File: src/rtl/jump_pkg.sv
// Shared types and constants for the jump/branch issue controller.
package jump_pkg;

    typedef enum logic [1:0] {
        ST_IDLE = 2'd0,
        ST_SEND = 2'd1,
        ST_WAIT = 2'd2,
        ST_DONE = 2'd3
    } state_t;

    localparam logic [2:0] CMP_BEQ  = 3'd0;
    localparam logic [2:0] CMP_BNE  = 3'd1;
    localparam logic [2:0] CMP_BLT  = 3'd2;
    localparam logic [2:0] CMP_BGE  = 3'd3;
    localparam logic [2:0] CMP_BLTU = 3'd4;
    localparam logic [2:0] CMP_BGEU = 3'd5;

    localparam int TIMEOUT_DEFAULT = 15;

    // JALR targets are halfword-aligned by clearing the low bit.
    function automatic logic [31:0] clr_bit0(input logic [31:0] a);
        return {a[31:1], 1'b0};
    endfunction

endpackage

File: src/rtl/jump_ctrl.sv
// Issue-side controller for the jump FU: holds one instruction, pulses fu_en, resolves redirect/link.
// Latency: issue-to-redirect 3 cycles with a 1-cycle FU; one instruction every 4 cycles.
// Backpressure: issue_ready only in IDLE; FU stalls bounded by a TIMEOUT-cycle watchdog.
module jump_ctrl
    import jump_pkg::*;
#(
    parameter int TIMEOUT = TIMEOUT_DEFAULT
) (
    input  logic        clk,
    input  logic        rst,
    input  logic        issue_valid,
    output logic        issue_ready,
    input  logic        is_jal,
    input  logic        is_jalr,
    input  logic        is_branch,
    input  logic [2:0]  cmp_ctrl,
    input  logic [31:0] rs1_data,
    input  logic [31:0] rs2_data,
    input  logic [31:0] imm,
    input  logic [31:0] pc,
    input  logic [4:0]  rd,
    output logic        fu_en,
    output logic        fu_jalr,
    output logic [2:0]  fu_cmp_ctrl,
    output logic [31:0] fu_rs1,
    output logic [31:0] fu_rs2,
    output logic [31:0] fu_imm,
    output logic [31:0] fu_pc,
    input  logic        fu_finish,
    input  logic        fu_cmp_res,
    input  logic [31:0] fu_pc_jump,
    output logic        redirect_valid,
    output logic [31:0] redirect_pc,
    output logic        flush,
    output logic        wb_valid,
    output logic [4:0]  wb_rd,
    output logic [31:0] wb_data,
    output logic        busy,
    output logic        timeout_err
);

    localparam int CW = (TIMEOUT < 2) ? 1 : $clog2(TIMEOUT);

    state_t        r_state;
    state_t        w_next;
    logic [CW-1:0] r_cnt;
    logic          r_jal;
    logic          r_jalr;
    logic          r_br;
    logic [2:0]    r_cmp;
    logic [31:0]   r_rs1;
    logic [31:0]   r_rs2;
    logic [31:0]   r_imm;
    logic [31:0]   r_pc;
    logic [4:0]    r_rd;
    logic [31:0]   r_target;
    logic          r_taken;
    logic          r_err;

    logic          w_hs;
    logic          w_fin;
    logic          w_tmo;

    assign w_hs  = issue_valid & (r_state == ST_IDLE);
    assign w_fin = fu_finish & (r_state == ST_WAIT);
    assign w_tmo = ~fu_finish & (r_state == ST_WAIT) & (r_cnt == CW'(TIMEOUT - 1));

    always_ff @(posedge clk) begin
        if (rst) begin
            r_state <= ST_IDLE;
        end else begin
            r_state <= w_next;
        end
    end

    always_comb begin
        w_next = r_state;
        unique case (r_state)
            ST_IDLE: if (w_hs) w_next = ST_SEND;
            ST_SEND: w_next = ST_WAIT;
            ST_WAIT: begin
                if (w_fin) begin
                    w_next = ST_DONE;
                end else if (w_tmo) begin
                    w_next = ST_IDLE;
                end
            end
            ST_DONE: w_next = ST_IDLE;
            default: w_next = ST_IDLE;
        endcase
    end

    // Class bits are decoded once at issue so jalr dominates every later use.
    always_ff @(posedge clk) begin
        if (rst) begin
            r_cnt    <= '0;
            r_jal    <= 1'b0;
            r_jalr   <= 1'b0;
            r_br     <= 1'b0;
            r_cmp    <= '0;
            r_rs1    <= '0;
            r_rs2    <= '0;
            r_imm    <= '0;
            r_pc     <= '0;
            r_rd     <= '0;
            r_target <= '0;
            r_taken  <= 1'b0;
            r_err    <= 1'b0;
        end else begin
            if (w_hs) begin
                r_jalr <= is_jalr;
                r_jal  <= is_jal & ~is_jalr;
                r_br   <= is_branch & ~is_jal & ~is_jalr;
                r_cmp  <= cmp_ctrl;
                r_rs1  <= rs1_data;
                r_rs2  <= rs2_data;
                r_imm  <= imm;
                r_pc   <= pc;
                r_rd   <= rd;
            end
            if (w_fin) begin
                r_target <= fu_pc_jump;
                r_taken  <= r_jal | r_jalr | (r_br & fu_cmp_res);
            end
            if (w_tmo) begin
                r_err <= 1'b1;
            end
            r_cnt <= (r_state == ST_WAIT) ? r_cnt + 1'b1 : '0;
        end
    end

    always_comb begin
        issue_ready    = (r_state == ST_IDLE);
        busy           = (r_state != ST_IDLE);
        fu_en          = (r_state == ST_SEND);
        fu_jalr        = r_jalr;
        fu_cmp_ctrl    = r_cmp;
        fu_rs1         = r_rs1;
        fu_rs2         = r_rs2;
        fu_imm         = r_imm;
        fu_pc          = r_pc;
        timeout_err    = r_err;
        redirect_valid = 1'b0;
        redirect_pc    = '0;
        flush          = 1'b0;
        wb_valid       = 1'b0;
        wb_rd          = '0;
        wb_data        = '0;
        if (r_state == ST_DONE) begin
            redirect_valid = r_taken;
            flush          = r_taken;
            redirect_pc    = r_jalr ? clr_bit0(r_target) : r_target;
            wb_valid       = (r_jal | r_jalr) & (r_rd != 5'd0);
            wb_rd          = r_rd;
            wb_data        = r_pc + 32'd4;
        end
    end

endmodule
File: config.mk
export PLATFORM = sky130hd
export DESIGN_NAME = jump_ctrl
export DESIGN_NICKNAME = d
export VERILOG_FILES = /design/src/rtl/jump_pkg.sv /design/src/rtl/jump_ctrl.sv
export SDC_FILE = /design/constraint.sdc
export NUM_CORES = 1
export LEC_CHECK = 0
export ABC_CLOCK_PERIOD_IN_PS = 2950
export CAP_MARGIN = 0
export CORE_ASPECT_RATIO = 0.6
export CORE_MARGIN = 4
export CORE_UTILIZATION = 39
export CTS_CLUSTER_DIAMETER = 150
export DETAILED_ROUTE_END_ITERATION = 10
export GPL_ROUTABILITY_DRIVEN = 1
export PLACE_DENSITY_LB_ADDON = 0.15
export SLEW_MARGIN = 20
export SYNTH_ARGS = -nofsm -noshare
export SYNTH_HDL_FRONTEND = slang
export SYNTH_SLANG_ARGS = --single-unit
File: constraint.sdc
create_clock -name clk -period 2.95 [get_ports clk]
set_input_delay 0.4425 -clock clk [delete_from_list [all_inputs] [get_ports clk]]
set_output_delay 0.4425 -clock clk [all_outputs]
set_load 0.1 [all_outputs]
==> results of run 1 <==
-- sequential cells by signal (all words and copies together) (netlist names), 2 cells and up --
| register | cells |
|---|---|
| fu_rs1 | 32 |
| r_rd | 5 |
| r_cnt | 4 |
| r_state | 2 |
| fu_pc | 32 |
| r_target | 32 |
| fu_rs2 | 32 |
| fu_imm | 32 |
| fu_cmp_ctrl | 3 |
-- metal layers --
metal | GRT usage (%) | vias up | wire length [um]
met4 | 6.20 | 0 | 476
met3 | 9.03 | 34 | 2570
met1 | 28.9 | 3647 | 10600
li1 | - | 3891 | -
met2 | 40.5 | 258 | 12800
met5 | 0 | - | 0
-- critical path, delay by kind of cell, from the launching register on --
kind                   cells  cell delay (ps)
AND/OR/NAND/NOR            3             1070
AO/OA/AOI/OAI              1              210
flip-flops                 1              390
buffers and inverters      2              360
-- worst max-delay path by stage --
stage	from	slack, ps	endpoint
2_1_floorplan	r_state[1]$_SDFFE_PP0P_	-200	wb_data[2]
3_3_place_gp	fu_pc[3]$_SDFFE_PP0P_	380	wb_data[28]
3_5_place_dp	fu_pc[2]$_SDFFE_PP0P_	340	wb_data[28]
4_1_cts	fu_pc[2]$_SDFFE_PP0P_	1	wb_data[20]
5_1_grt	fu_pc[12]$_SDFFE_PP0P_	-20	wb_data[20]
6_report	fu_pc[6]$_SDFFE_PP0P_	50	wb_data[21]
-- stage by stage --
| stage | util (%) | power [W] | hold slack (ps) | cells |
|---|---|---|---|---|
| after floorplan | - | 0.00402 | 430 | 962 |
| after global placement | 62.7 | 0.00460 | 438 | 1524 |
| after detailed placement | 62.7 | 0.00462 | 442 | 1524 |
| after CTS | 66.8 | 0.00694 | 453 | 1567 |
| after global routing | 67.0 | 0.00716 | 468 | 1571 |
| final | 67.0 | 0.00689 | 451 | 1571 |
-- final cells by class --
cell class | count | area [sq um]
multi-input combinational | 699 | 3540
clock inverter | 13 | 159
sequential | 179 | 3660
tap | 240 | 300
inverter | 8 | 30.0
clock buffer | 19 | 454
timing repair buffer | 413 | 3970
fill | 1582 | 5960
-- logic make-up (layout without fill, tap and decap cells) --
kind of cell               Yosys count  in the layout  synth area share, %
DFF                                179            179                 49.9
and+or+nand+nor                    473            473                 28.4
xor gates and xnor gates            13             13                 1.58
buffers and inverters               84            453                 4.62
muxes                                1              1                0.139
AOI/OAI and AO/OA                  209            209                 14.9
adders and majority gates            3              3                0.523
-- cells in the final DEF, fill, tap and decap left out, drive strengths merged, types with 8 or more instances in the layout --
| cell type | Yosys | routed |
|---|---|---|
| nand3 | 10 | 10 |
| clkbuf | 70 | 19 |
| and3 | 41 | 41 |
| o21ai | 11 | 11 |
| nand2 | 351 | 351 |
| inv | 8 | 17 |
| xnor2 | 9 | 9 |
| or4 | 8 | 8 |
| dfxtp | 179 | 179 |
| a21oi | 190 | 190 |
| nor2 | 24 | 24 |
| clkdlybuf4s50 | 0 | 174 |
| buf | 6 | 239 |
| or3 | 10 | 10 |
-- report_power, final --
part           switching (W)  internal, W
clock network        0.00112      0.00120
logic                0.00138     0.000515
registers           0.000113      0.00256
-- what timing repair did --
action                     4_1_cts  5_1_grt
setup endpoints to repair        6       11
resized for setup                9        2
pin swaps                       13        3
setup buffers                   11        4
==> flow_metrics.tcl, run 1 <==
set metrics [dict create \
    status "finished clean" \
    ys.flop_type "dfxtp_1" \
    crit_slowest_cell "or4_4" \
    cp_cell_sequence "nand4_4 > or4_4 > buf_4 > or3_1 > a21oi_4 > buf_12" \
    p_leak_nw 4.87 \
    row_count 38 \
    synth.ff_latch_count 179 \
    post_drt_via_cell_ratio 4.98 \
    maxCapViolations 0 \
    min_to "r_target[26]$_SDFFE_PP0P_" \
    setup_violations 0 \
    cp-start-kind "flop" \
    port_buffers 383 \
    ys_warn_count 0 \
    setup_tns_ps 0 \
    path_max_fanout 7 \
    drv_slew 0 \
    ys_types 35 \
    cts_root_buffer "clkbuf_16" \
    dp_slack_ps 342 \
    synth_fp_nets 1141 \
    start_util_pct 39.8 \
    cts_made_buffers 17 \
    first_pass_iters 5 \
    hold_path_depth 2 \
    clkSlewWorstSetupHoldPaths_ps 80 \
    finalCritPeriodShare_pct 98.2 \
    ff2ff_setup_slack_ps 1170 \
    hold_viol 0 \
    post_dp_cell_area_sq_um 11300 \
    synth.most_common_cell "nand2_1" \
    gp_congestion 0.839 \
    fin_nets 1497 \
    regToRegStartpoint "r_state[1]$_SDFFE_PP0P_" \
    worstMarginPinSlew_ps 708 \
    peakVddDrop_uv 370 \
    syn_inst 962 \
    grt_pass1_wl_um 40000 \
    clock_latency_ps 410 \
    cts.sink_count 179 \
    hold_class "reg2reg" \
    seq_area_frac_synth_pct 49.9 \
    cp-end-kind "output pin" \
    yosys-top-cells-count "nand2_1, a21oi_1, dfxtp_1" \
    async_flop_share_pct 0 \
    grt_antenna_before_repair 0 \
    worstHoldStart "r_target[26]$_SDFFE_PP0P_" \
    pin_count 384 \
    areaGrowthSynthToFinish_pct 68.6 \
    synth_edf_count 0 \
    drcViolationCount 0 \
    synth.area.top_cells "dfxtp_1, nand2_1, a21oi_1, clkbuf_1, and3_1" \
    skew_ps 8.56 \
    antenna_cells 0 \
    grt_usage_pct 23.9 \
    synth_top_area_share_pct 49.9 \
    syn_area_sq_um 7180 \
    ant_nets 0 \
    cts_buffer_depth 2 \
    cts_tree "done" \
    setup_slack_ps 53.7 \
    vias 7830 \
    crit_path_max_incr_delay_ps 610 \
    r2r-end "fu_rs1[11]$_SDFFE_PP0P_" \
    die_w_um 183 \
    required_ps 2510 \
    grt_max_degree 140 \
    dieArea_sq_um 20700 \
    syn_area_per_cell_sq_um 7.47 \
    htree_levels 4 \
    synth_area_leader_cell "dfxtp_1" \
    drt_iter0_markers 503 \
    grt_pass1_vias 7449 \
    critical_path_class "reg2out" \
    cp.arrival_ps 2450 \
    die_h_um 113 \
    drt-total-wl_um 26400 \
    period_needed_ps 2900 \
    stdcell_area_sq_um 12100 \
    avgRoutedWirePerCell_um 16.8 \
    dp_hpwl_um 19000 \
    grt-ovfl-total 0 \
    drive_gt1_share_pct 25.7 \
    r2r_cells 5 \
    fmax_mhz 345 \
    power.density_nw_per_um2 569 \
    core_sq_um 18100 \
    ctsHoldBuffers 0 \
    maxSlewHeadroom_pct 52.8 \
]
(Power assumes the default switching activity.)
==> run 2, diff against run 1 <==
--- a/config.mk
+++ b/config.mk
@@ -13,6 +13,7 @@
 export CTS_CLUSTER_DIAMETER = 150
 export DETAILED_ROUTE_END_ITERATION = 10
 export GPL_ROUTABILITY_DRIVEN = 1
+export MAX_ROUTING_LAYER = met4
 export PLACE_DENSITY_LB_ADDON = 0.15
 export SLEW_MARGIN = 20
 export SYNTH_ARGS = -nofsm -noshare
==> run 2 against run 1 <==
- combinational power about the same
- sequential power about the same
- via count decreased by 0.42%
- count of clock-buffer cells in the layout unchanged
- final area unchanged
- flip-flop and latch count unchanged
- critical path type unchanged
- largest cell class unchanged
- largest power group unchanged
==> flow_metrics.tcl, run 2 (synthesis gave the netlist of run 1 again) <==
set metrics [dict create \
    status "finished clean" \
    cp.arrival_ps 2450 \
    cts_tree "done" \
    worstMarginPinSlew_ps 736 \
    row_count 38 \
    dieArea_sq_um 20700 \
    cp_cell_sequence "nand4_4 > or4_4 > buf_4 > or3_1 > a21oi_4 > buf_12" \
    skew_ps 11.9 \
    grt-ovfl-total 0 \
    grt_max_degree 140 \
    layout_commonest_cell "nand2_1" \
    vias 7797 \
    dpl.cell_count 1524 \
    clkSlewWorstSetupHoldPaths_ps 80 \
    cts.sink_count 179 \
    layoutNonFillerInstCount 1571 \
    post_drt_via_cell_ratio 4.96 \
    areaGrowthSynthToFinish_pct 68.6 \
    power.density_nw_per_um2 569 \
    hold_path_depth 2 \
    p_leak_nw 4.87 \
    drt-total-wl_um 26300 \
    grt_pass1_vias 7462 \
    cp-start-kind "flop" \
    peakVddDrop_uv 371 \
    path_max_fanout 7 \
    fin_nets 1497 \
    maxCapViolations 0 \
    drcViolationCount 0 \
    clock_latency_ps 410 \
    setup_violations 0 \
    ctsHoldBuffers 0 \
    ant_nets 0 \
    required_ps 2510 \
    finalCritPeriodShare_pct 98.2 \
    drive_gt1_share_pct 25.7 \
    hold_class "reg2reg" \
    critical_path_class "reg2out" \
    crit_slowest_cell "or4_4" \
    htree_levels 4 \
    fmax_mhz 345 \
    stdcell_area_sq_um 12100 \
    post_dp_cell_area_sq_um 11300 \
    layout_common_cells "nand2_1, buf_4, clkdlybuf4s50_1" \
    first_pass_iters 5 \
    fillers 1582 \
    grt_pass1_wl_um 40000 \
    antenna_cells 0 \
    gp_congestion 0.852 \
    start_util_pct 39.8 \
    grt_usage_pct 24.7 \
    die_w_um 183 \
    die_h_um 113 \
    cts_made_buffers 17 \
    drv_slew 0 \
    cts_buffer_depth 2 \
    period_needed_ps 2900 \
    pin_count 384 \
    hold_viol 0 \
    r2r_cells 5 \
    core_sq_um 18100 \
    cts_root_buffer "clkbuf_16" \
    grt_antenna_before_repair 0 \
    avgRoutedWirePerCell_um 16.8 \
    crit_path_max_incr_delay_ps 610 \
    maxSlewHeadroom_pct 50.9 \
    dp_hpwl_um 19000 \
    drt_iter0_markers 482 \
    port_buffers 383 \
    cp-end-kind "output pin" \
]
run 2: cell counts in the layout (fill, tap and decap cells not counted):
Identical to the previous run, type by type.
run 2: worst paths after layout:
| check | start | end | slack [ps] |
|---|---|---|---|
| min | r_target[21]$_SDFFE_PP0P_ | r_target[21]$_SDFFE_PP0P_ | 450 |
| min reg2reg | r_target[21]$_SDFFE_PP0P_ | r_target[21]$_SDFFE_PP0P_ | 450 |
| max | fu_pc[6]$_SDFFE_PP0P_ | wb_data[21] | 50 |
| max reg2reg | r_state[0]$_SDFFE_PP0P_ | fu_rs2[31]$_SDFFE_PP0P_ | 1170 |
run 2: final cells by class:
cell class / instances / area, sq um / share of cell area, %
well taps: 240 / 300 / 2.48
clock buffers: 19 / 454 / 3.75
clock inverters: 13 / 159 / 1.31
flip-flops and latches: 179 / 3660 / 30.2
multi-input cells: 699 / 3540 / 29.2
repair buffers: 413 / 3970 / 32.8
inverters: 8 / 30.0 / 0.248
run 2: what timing repair did:
action,CTS,global route
setup endpoints to repair,6,11
gates resized for setup,9,2
pin swaps,13,3
buffers inserted,11,4
run 2: routing by layer:
| layer | part of all wire, % | track usage [%] | up-vias |
|---|---|---|---|
| met3 | 8.9 | 7.97 | 30 |
| met5 | 0 | - | - |
| met4 | 1.8 | 6.40 | 0 |
| met1 | 41 | 29.7 | 3625 |
| met2 | 48 | 40.3 | 247 |
| li1 | - | - | 3895 |
run 2: where the power goes:
group / switching, W / internal (W) / total (W)
combinational: 0.00138 / 0.000515 / 0.00189
sequential: 0.000113 / 0.00256 / 0.00267
clock: 0.00112 / 0.00120 / 0.00232
total: 0.00261 / 0.00428 / 0.00689
run 2: through the flow:
step	setup TNS [ps]	worst slack, ps	util (%)	power [W]	hold WS (ps)
floorplan	-202	-202	-	0.00402	430
global placement	0	378	62.7	0.00460	438
detailed placement	0	342	62.7	0.00462	442
CTS	0	1.06	66.8	0.00694	453
global route	-36.7	-18.0	67.0	0.00716	468
finish	0	54.3	67.0	0.00689	452
run 2: critical path: cells and delay by family, from the launching register on:
family,cells,cell delay [ps]
buffers and inverters,2,360
DFF,1,390
AOI/OAI and AO/OA,1,210
and+or+nand+nor,3,1070
